==> src/rtl/crc32_fifo_sched_if.sv <==
// rtl/crc32_fifo_sched_if.sv - FWFT byte FIFO read port seen by the CRC-32 sequencer
interface crc32_fifo_sched_if;
  logic [7:0] fifo_dout;
  logic       fifo_empty;
  logic       fifo_done;

  // master: the sequencer popping bytes; slave: the FIFO presenting them
  modport master (input fifo_dout, input fifo_empty, output fifo_done);
  modport slave (output fifo_dout, output fifo_empty, input fifo_done);
endinterface

==> src/rtl/crc32_fifo_sched.sv <==
// rtl/crc32_fifo_sched.sv - pops FIFO bytes and folds them LSB-first into a bit-serial CRC-32
module crc32_fifo_sched #(
  parameter logic [31:0] POLY   = 32'hEDB88320,
  parameter logic [31:0] INIT   = 32'hFFFFFFFF,
  parameter logic [31:0] XOROUT = 32'hFFFFFFFF
) (
  input  logic                       clk,
  input  logic                       rst,
  input  logic                       start,
  input  logic                       finish,
  crc32_fifo_sched_if.master         fifo,
  output logic                       busy,
  output logic                       crc_valid,
  output logic [31:0]                crc_out,
  output logic [15:0]                byte_count
);

  typedef enum logic [1:0] {IDLE, LOAD, SHIFT, FINAL} state_t;

  state_t      state;
  state_t      state_nxt;
  logic [31:0] crc;
  logic [31:0] crc_step;
  logic [7:0]  sh;
  logic [2:0]  bitcnt;
  logic        armed;
  logic        fin_pend;
  logic        fb;

  always_comb begin
    fb       = crc[0] ^ sh[0];
    crc_step = (crc >> 1) ^ (fb ? POLY : 32'h0000_0000);
  end

  always_ff @(posedge clk) begin
    if (rst) begin
      state <= IDLE;
    end else begin
      state <= state_nxt;
    end
  end

  // Data waiting in the FIFO always beats a pending finish, so late bytes join the message
  always_comb begin
    state_nxt = state;
    if (start) begin
      state_nxt = IDLE;
    end else begin
      case (state)
        IDLE: begin
          if (armed && !fifo.fifo_empty) begin
            state_nxt = LOAD;
          end else if (armed && fin_pend) begin
            state_nxt = FINAL;
          end
        end
        LOAD:  state_nxt = SHIFT;
        SHIFT: begin
          if (bitcnt == 3'd7) begin
            state_nxt = IDLE;
          end
        end
        FINAL: state_nxt = IDLE;
        default: state_nxt = IDLE;
      endcase
    end
  end

  always_ff @(posedge clk) begin
    if (rst) begin
      armed            <= 1'b0;
      fin_pend         <= 1'b0;
      crc              <= INIT;
      sh               <= 8'h00;
      bitcnt           <= 3'd0;
      fifo.fifo_done   <= 1'b0;
      busy             <= 1'b0;
      crc_valid        <= 1'b0;
      crc_out          <= 32'h0000_0000;
      byte_count       <= 16'h0000;
    end else begin
      // Registered decodes of the state being entered, so they line up with LOAD/SHIFT
      fifo.fifo_done <= (state_nxt == LOAD);
      busy           <= (state_nxt == LOAD) || (state_nxt == SHIFT);

      if (start) begin
        crc        <= INIT;
        byte_count <= 16'h0000;
        crc_valid  <= 1'b0;
        armed      <= 1'b1;
        fin_pend   <= 1'b0;
      end else begin
        if (finish && armed) begin
          fin_pend <= 1'b1;
        end
        case (state)
          LOAD: begin
            sh     <= fifo.fifo_dout;
            bitcnt <= 3'd0;
          end
          SHIFT: begin
            crc    <= crc_step;
            sh     <= sh >> 1;
            bitcnt <= bitcnt + 3'd1;
            if (bitcnt == 3'd7) begin
              byte_count <= byte_count + 16'd1;
            end
          end
          FINAL: begin
            crc_out   <= crc ^ XOROUT;
            crc_valid <= 1'b1;
            armed     <= 1'b0;
            fin_pend  <= 1'b0;
          end
          default: begin
          end
        endcase
      end
    end
  end

endmodule
==> src/flat_wrapper.sv <==
// flat-port wrapper written by rule: the top's interface ports become plain ports
module crc32_fifo_sched_flat 
#(
  parameter logic [31:0] POLY   = 32'hEDB88320,
  parameter logic [31:0] INIT   = 32'hFFFFFFFF,
  parameter logic [31:0] XOROUT = 32'hFFFFFFFF
)
  (clk, rst, start, finish, busy, crc_valid, crc_out, byte_count, fifo_fifo_dout, fifo_fifo_empty, fifo_fifo_done);
  crc32_fifo_sched_if fifo_i ();
  input  logic clk;
  input  logic rst;
  input  logic start;
  input  logic finish;
  output logic busy;
  output logic crc_valid;
  output logic [31:0] crc_out;
  output logic [15:0] byte_count;
  input wire logic [$bits(fifo_i.fifo_dout)-1:0] fifo_fifo_dout;
  input wire logic [$bits(fifo_i.fifo_empty)-1:0] fifo_fifo_empty;
  output wire logic [$bits(fifo_i.fifo_done)-1:0] fifo_fifo_done;
  assign fifo_i.fifo_dout = fifo_fifo_dout;
  assign fifo_i.fifo_empty = fifo_fifo_empty;
  assign fifo_fifo_done = fifo_i.fifo_done;
  crc32_fifo_sched #(.POLY(POLY), .INIT(INIT), .XOROUT(XOROUT)) u_core (.clk(clk), .rst(rst), .start(start), .finish(finish), .fifo(fifo_i), .busy(busy), .crc_valid(crc_valid), .crc_out(crc_out), .byte_count(byte_count));
endmodule
==> config.mk <==
export PLATFORM = sky130hd
export DESIGN_NAME = crc32_fifo_sched_flat
export DESIGN_NICKNAME = d
export VERILOG_FILES = /design/src/rtl/crc32_fifo_sched_if.sv /design/src/rtl/crc32_fifo_sched.sv /design/src/flat_wrapper.sv
export SDC_FILE = /design/constraint.sdc
export NUM_CORES = 1
export LEC_CHECK = 0
export ABC_CLOCK_PERIOD_IN_PS = 4250
export CORE_ASPECT_RATIO = 1.4
export CORE_MARGIN = 2
export CORE_UTILIZATION = 40
export CTS_CLUSTER_SIZE = 12
export DETAILED_ROUTE_END_ITERATION = 10
export SLEW_MARGIN = 20
export SYNTH_ARGS = -nofsm -noshare
export SYNTH_HDL_FRONTEND = slang
export SYNTH_SLANG_ARGS = --single-unit
==> constraint.sdc <==
create_clock -name clk -period 4.25 [get_ports clk]
set_clock_uncertainty 0.2 [all_clocks]
set_input_delay 0.85 -clock clk [delete_from_list [all_inputs] [get_ports clk]]
set_output_delay 0.85 -clock clk [all_outputs]
set_load 0.02 [all_outputs]
==> flow_metrics.env, run 1 <==
export IMPL_fin_crit_sh=0.6006
export IMPL_wl_per_cell_um=13.05
export IMPL_synth_seq_cells=98
export IMPL_leakage_nw=1.601
export IMPL_top_level_ports=64
export IMPL_num_antenna_cells=0
export IMPL_final_max_slew_viol_count=0
export IMPL_layout_drive_gt1_share=0.05846
export IMPL_synth_cell_types=32
export IMPL_fp_dieH_um=120.2
export IMPL_critical_path_class="reg2out"
export IMPL_h_tree_depth=3
export IMPL_synth_area_um2=3857
export IMPL_cts_repair_resized=0
export IMPL_cts_buffers_inserted=9
export IMPL_setup_ws_ns=1.697
export IMPL_dp_hpwl_um=5127
export IMPL_fmax_mhz=391.8
export IMPL_start_kind="flip-flop"
export IMPL_grt_use_total=0.1521
export IMPL_ir_drop_v=0.0001857
export IMPL_placed_area_um2=4538
export IMPL_hp_class="reg2reg"
export IMPL_wirelength_um=7689
export IMPL_drtPass1Iterations=5
export IMPL_synth_cells=425
export IMPL_path_buf_inv=1
export IMPL_avgSynthCellArea_um2=9.076
export IMPL_clkTransAtPathRegs_ns=0.06
export IMPL_hold_buffers=0
export IMPL_total_power_mw=1.789
export IMPL_path_max_fanout=8
export IMPL_grt_pass1_vias=2784
export IMPL_rsz0062_at_grt="no"
export IMPL_status="finished clean"
export IMPL_worst_slew_pin_slew_ns=0.9999
export IMPL_cp_top_family="buffers and inverters"
export IMPL_core_um2=9407
export IMPL_slowest_delay_ns=0.67
export IMPL_synth_fp_nets=445
export IMPL_cts_setup_buffers=0
export IMPL_via_per_inst=5.024
export IMPL_fillers=918
export IMPL_fin_area_um2=4833
export IMPL_period_minus_slack_ns=2.553
export IMPL_start_util=0.4101
export IMPL_place_ws_ns=1.321
export IMPL_area_delta_synth_final_pct=25.30
export IMPL_drtIter0Drc=74
export IMPL_grt_pass1_wl_um=12630
export IMPL_synth_seq_area_share=0.5086
export IMPL_cts_sinks=98
export IMPL_grt_overflow_total=0
export IMPL_synth_async_sr_flop_share=0
export IMPL_num_vias=2959
export IMPL_setup_violations=0
export IMPL_relSlewSlack=0.3301
export IMPL_ys_flop_type="dfxtp_1"
export IMPL_gp_congestion=0.7936
export IMPL_nNetsFinal=495
export IMPL_root_buffer="clkbuf_16"
export IMPL_cts_buffer_depth=2
export IMPL_drv_cap=0
export IMPL_required_ns=3.20
export IMPL_tns_ns=0
export IMPL_finalHoldViolations=0
export IMPL_cp_cell_sequence="clkdlybuf4s50_1"
export IMPL_crit_path_end_kind="output pin"
export IMPL_numPortBuffers=63
export IMPL_mostFrequentLayoutCell="dfxtp_1"
export IMPL_antenna_found_initial=0
export IMPL_layout_common_cells="98 x dfxtp_1, 78 x nor2_1, 62 x clkdlybuf4s50_1"
export IMPL_synth_enable_flop_cells=0
export IMPL_grt_max_degree=49
export IMPL_ys_warn_count=0
export IMPL_cts_tree="built"
export IMPL_rows=42
export IMPL_die_w_um=87.00
export IMPL_drcViolationCount=0
export IMPL_antenna_left=0
export IMPL_final_util=0.5138
export IMPL_p_per_area_nw_per_um2=370.2
export IMPL_cpMaxStageDelayCell="clkdlybuf4s50_1"
export IMPL_insertion_delay_ns=0.34
export IMPL_dieArea_um2=10460
export IMPL_worstPathArrival_ns=1.50
[layer usage]
metal  up-vias  GRT usage  wire (um)
met2        40     0.2667       3953
met1      1392     0.1746       3357
met4         0    0.05859        112
li1       1521          -          -
met3         6    0.03754        265
met5         -          0          0
[final cells by class]
class	instances	area [um^2]	area share
clock buffers	9	225.2	0.04660
clock inverters	6	67.56	0.01398
inverters	6	22.52	0.004660
multi-input cells	293	1763	0.3647
flip-flops and latches	98	1962	0.4059
well taps	110	137.6	0.02848
repair buffers	67	655.6	0.1356
[flip-flops by register name, indices dropped and copies added, names as in the netlist]
name	flops
u_core.crc	32
u_core.byte_count	16
u_core.sh	8
u_core.bitcnt	3
u_core.crc_valid	1
u_core.armed	1
u_core.crc_out	32
u_core.fifo.fifo_done	1
u_core.busy	1
u_core.state	2
u_core.fin_pend	1
[cell families (layout without fill, tap and decap cells)]
group,after synthesis,count (layout),share of synthesized area
and+or+nand+nor,162,162,0.1839
DFF,98,98,0.5086
AOI/OAI and AO/OA,62,62,0.09342
muxes,38,38,0.09860
buffers and inverters,34,88,0.03827
xor gates and xnor gates,24,24,0.05449
adders and majority gates,7,7,0.02270
[where the power goes]
part           switching (mW)  internal [mW]  total (mW)  leakage [nW]
Sequential            0.00425          0.924       0.928         0.791
Combinational          0.0355         0.0269      0.0625         0.672
Clock                   0.344          0.455       0.799         0.138
Total                   0.384           1.41        1.79          1.60
[worst paths after layout]
| check | start | to | slack, ns | cells after the start |
|---|---|---|---|---|
| worst max register to register | u_core.state[1] | u_core.byte_count[9] | 1.80 | 5 |
| worst max-delay path | u_core.byte_count[1] | byte_count[1] | 1.70 | 1 |
| worst min-delay path | u_core.bitcnt[1] | u_core.bitcnt[1] | 0.27 | 2 |
| worst min register to register | u_core.bitcnt[1] | u_core.bitcnt[1] | 0.27 | 2 |
[synthesized netlist by cell type (2+ instances only)]
cell type,instances,area share
nand2_1,44,0.043
nor2b_1,3,0.0049
and2_1,2,0.0032
dfxtp_1,98,0.51
mux2i_1,38,0.099
or3_1,3,0.0049
nor3_1,2,0.0026
nand3_1,8,0.010
nand3b_1,2,0.0039
buf_4,2,0.0039
xor2_1,9,0.020
a211oi_1,17,0.033
inv_1,6,0.0058
ha_1,7,0.023
o21ai_0,6,0.0078
xnor2_1,15,0.034
a21oi_1,36,0.047
nand2b_1,3,0.0049
nand2_2,2,0.0032
buf_2,10,0.013
clkbuf_1,16,0.016
nor2_1,79,0.077
nand4_1,7,0.011
and4_1,2,0.0045
[through the flow]
step | cells | hold WS, ns
3_5_place_dp | 574 | 0.2557
4_1_cts | 589 | 0.2710
6_report | 589 | 0.2687
5_1_grt | 589 | 0.2925
3_3_place_gp | 574 | 0.2390
2_1_floorplan | 425 | 0.2316
No activity file was read; power rests on OpenSTA's default activity.
==> inputs of run 2 (changes only) <==
--- a/config.mk
+++ b/config.mk
@@ -5,7 +5,7 @@
 export SDC_FILE = /design/constraint.sdc
 export NUM_CORES = 1
 export LEC_CHECK = 0
-export ABC_CLOCK_PERIOD_IN_PS = 4250
+export ABC_CLOCK_PERIOD_IN_PS = 2600
 export CORE_ASPECT_RATIO = 1.4
 export CORE_MARGIN = 2
 export CORE_UTILIZATION = 40
==> constraint.sdc (replaced) <==
create_clock -name clk -period 2.6 [get_ports clk]
set_clock_uncertainty 0.2 [all_clocks]
set_input_delay 0.52 -clock clk [delete_from_list [all_inputs] [get_ports clk]]
set_output_delay 0.52 -clock clk [all_outputs]
set_load 0.02 [all_outputs]
==> flow_metrics.env, run 2 (synthesis gave the netlist of run 1 again) <==
export IMPL_r2r_slack_ns=0.47
export IMPL_instances_no_fill=591
export IMPL_rr_worst_depth=6
export IMPL_hp_class="reg2reg"
export IMPL_finalHoldViolations=0
export IMPL_grt_pass1_vias=2926
export IMPL_endpoint="byte_count[1]"
export IMPL_total_power_mw=2.913
export IMPL_via_per_inst=4.985
export IMPL_path_depth=1
export IMPL_final_max_slew_viol_count=0
export IMPL_numPortBuffers=63
export IMPL_worst_slew_pin_slew_ns=1.009
export IMPL_core_um2=9407
export IMPL_cts_tree="built"
export IMPL_die_w_um=87.00
export IMPL_reg_top3="u_core.crc x32, u_core.crc_out x32, u_core.byte_count x16"
export IMPL_drv_cap=0
export IMPL_cts_setup_buffers=0
export IMPL_cp_top_family="buffers and inverters"
export IMPL_cts_buffer_depth=2
export IMPL_area_delta_synth_final_pct=25.95
export IMPL_worstPathArrival_ns=1.50
export IMPL_r2r_end="u_core.byte_count[9]"
export IMPL_multi_input_area_um2=1760
export IMPL_rows=42
export IMPL_mostFrequentLayoutCell="dfxtp_1"
export IMPL_period_minus_slack_ns=2.221
export IMPL_p_per_area_nw_per_um2=599.6
export IMPL_num_antenna_cells=0
export IMPL_antenna_found_initial=0
export IMPL_ir_drop_v=0.0003273
export IMPL_fmax_mhz=450.3
export IMPL_grt_use_total=0.1634
export IMPL_regArea_um2=1962
export IMPL_dp_hpwl_um=5136
export IMPL_wirelength_um=7649
export IMPL_cts_repair_resized=0
export IMPL_min_from="u_core.sh[7]"
export IMPL_crit_path_end_kind="output pin"
export IMPL_critical_path_class="reg2out"
export IMPL_cts_buffers_inserted=9
export IMPL_grt_pass1_wl_um=13660
export IMPL_dp_cells=576
export IMPL_cpMaxStageDelayCell="clkdlybuf4s50_1"
export IMPL_rsz0062_at_grt="no"
export IMPL_top_level_ports=64
export IMPL_required_ns=1.88
export IMPL_hold_buffers=0
export IMPL_layout_common_cells="98 x dfxtp_1, 78 x nor2_1, 62 x clkdlybuf4s50_1"
export IMPL_start_util=0.4101
export IMPL_dieArea_um2=10460
export IMPL_fillers=887
export IMPL_status="finished clean"
export IMPL_start_kind="flip-flop"
export IMPL_slowest_delay_ns=0.67
export IMPL_fp_dieH_um=120.2
export IMPL_gp_congestion=0.7895
export IMPL_drtIter0Drc=102
export IMPL_num_vias=2946
export IMPL_crit_path_start="u_core.byte_count[1]"
export IMPL_cts_sinks=98
export IMPL_clkTransAtPathRegs_ns=0.06
export IMPL_tns_ns=0
export IMPL_path_max_fanout=8
export IMPL_grt_max_degree=47
export IMPL_relSlewSlack=0.3242
export IMPL_grt_overflow_total=0
export IMPL_path_buf_inv=1
export IMPL_antenna_left=0
export IMPL_h_tree_depth=3
export IMPL_root_buffer="clkbuf_16"
export IMPL_drcViolationCount=0
export IMPL_r2r_start="u_core.bitcnt[0]"
export IMPL_cp_cell_sequence="clkdlybuf4s50_1"
export IMPL_leakage_nw=1.618
export IMPL_nNetsFinal=497
export IMPL_fin_crit_sh=0.8542
export IMPL_drtPass1Iterations=4
export IMPL_insertion_delay_ns=0.34
export IMPL_wl_per_cell_um=12.94
export IMPL_setup_violations=0
export IMPL_layout_drive_gt1_share=0.06029
## run 2: metrics by stage
stage | area (um^2) | setup slack, ns | utilization | hold slack [ns]
final | 4858 | 0.3791 | 0.5165 | 0.2571
after global routing | 4858 | 0.3066 | 0.5165 | 0.2898
after CTS | 4858 | 0.3543 | 0.5165 | 0.2608
after detailed placement | 4566 | 0.4084 | 0.4854 | 0.2517
after global placement | 4566 | 0.4526 | 0.4854 | 0.2429
after floorplan | 3857 | 0.6690 | - | 0.2316
## run 2: power by group
group          internal, mW  total [mW]  switching, mW  leakage [nW]
Sequential             1.51        1.52        0.00645         0.791
Clock                 0.743        1.29          0.550         0.138
Combinational        0.0454       0.103         0.0577         0.688
## run 2: final cells by class
type	count	share of cell area
Clock buffer	9	0.04636
Clock inverter	6	0.01391
Inverter	6	0.004636
Multi-Input combinational cell	293	0.3623
Sequential cell	98	0.4038
Tap cell	110	0.02833
Timing Repair Buffer	69	0.1406
## run 2: worst min path at each step
stage	to	cells after the start	slack [ns]
4_1_cts	u_core.sh[7]	2	0.26
2_1_floorplan	u_core.sh[7]	2	0.23
3_3_place_gp	u_core.bitcnt[2]	2	0.24
6_report	u_core.sh[7]	2	0.26
5_1_grt	u_core.crc_out[29]	1	0.29
3_5_place_dp	u_core.sh[7]	2	0.25
## run 2: layer usage
| layer | global-route usage | share of wire | vias to the layer above |
|---|---|---|---|
| met5 | 0 | 0 | - |
| met4 | 0.07422 | 0.022 | 0 |
| met3 | 0.03208 | 0.031 | 12 |
| met2 | 0.2724 | 0.52 | 45 |
| met1 | 0.2006 | 0.43 | 1357 |
| li1 | - | - | 1532 |
## run 2: worst register-to-register path: stages (launching register included)
cell and delay [ns]:
dfxtp_1 0.35, ha_1 0.16, ha_1 0.26, and4_2 0.34
nand2_2 0.12, or4b_1 0.49, a21oi_1 0.15
==> inputs of run 3 (changes only) <==
--- a/config.mk
+++ b/config.mk
@@ -11,6 +11,7 @@
 export CORE_UTILIZATION = 40
 export CTS_CLUSTER_SIZE = 12
 export DETAILED_ROUTE_END_ITERATION = 10
+export SETUP_SLACK_MARGIN = 0.15
 export SLEW_MARGIN = 20
 export SYNTH_ARGS = -nofsm -noshare
 export SYNTH_HDL_FRONTEND = slang
==> results of run 3 <==
Final layout, timing and power as in run 2 (identical DEF).
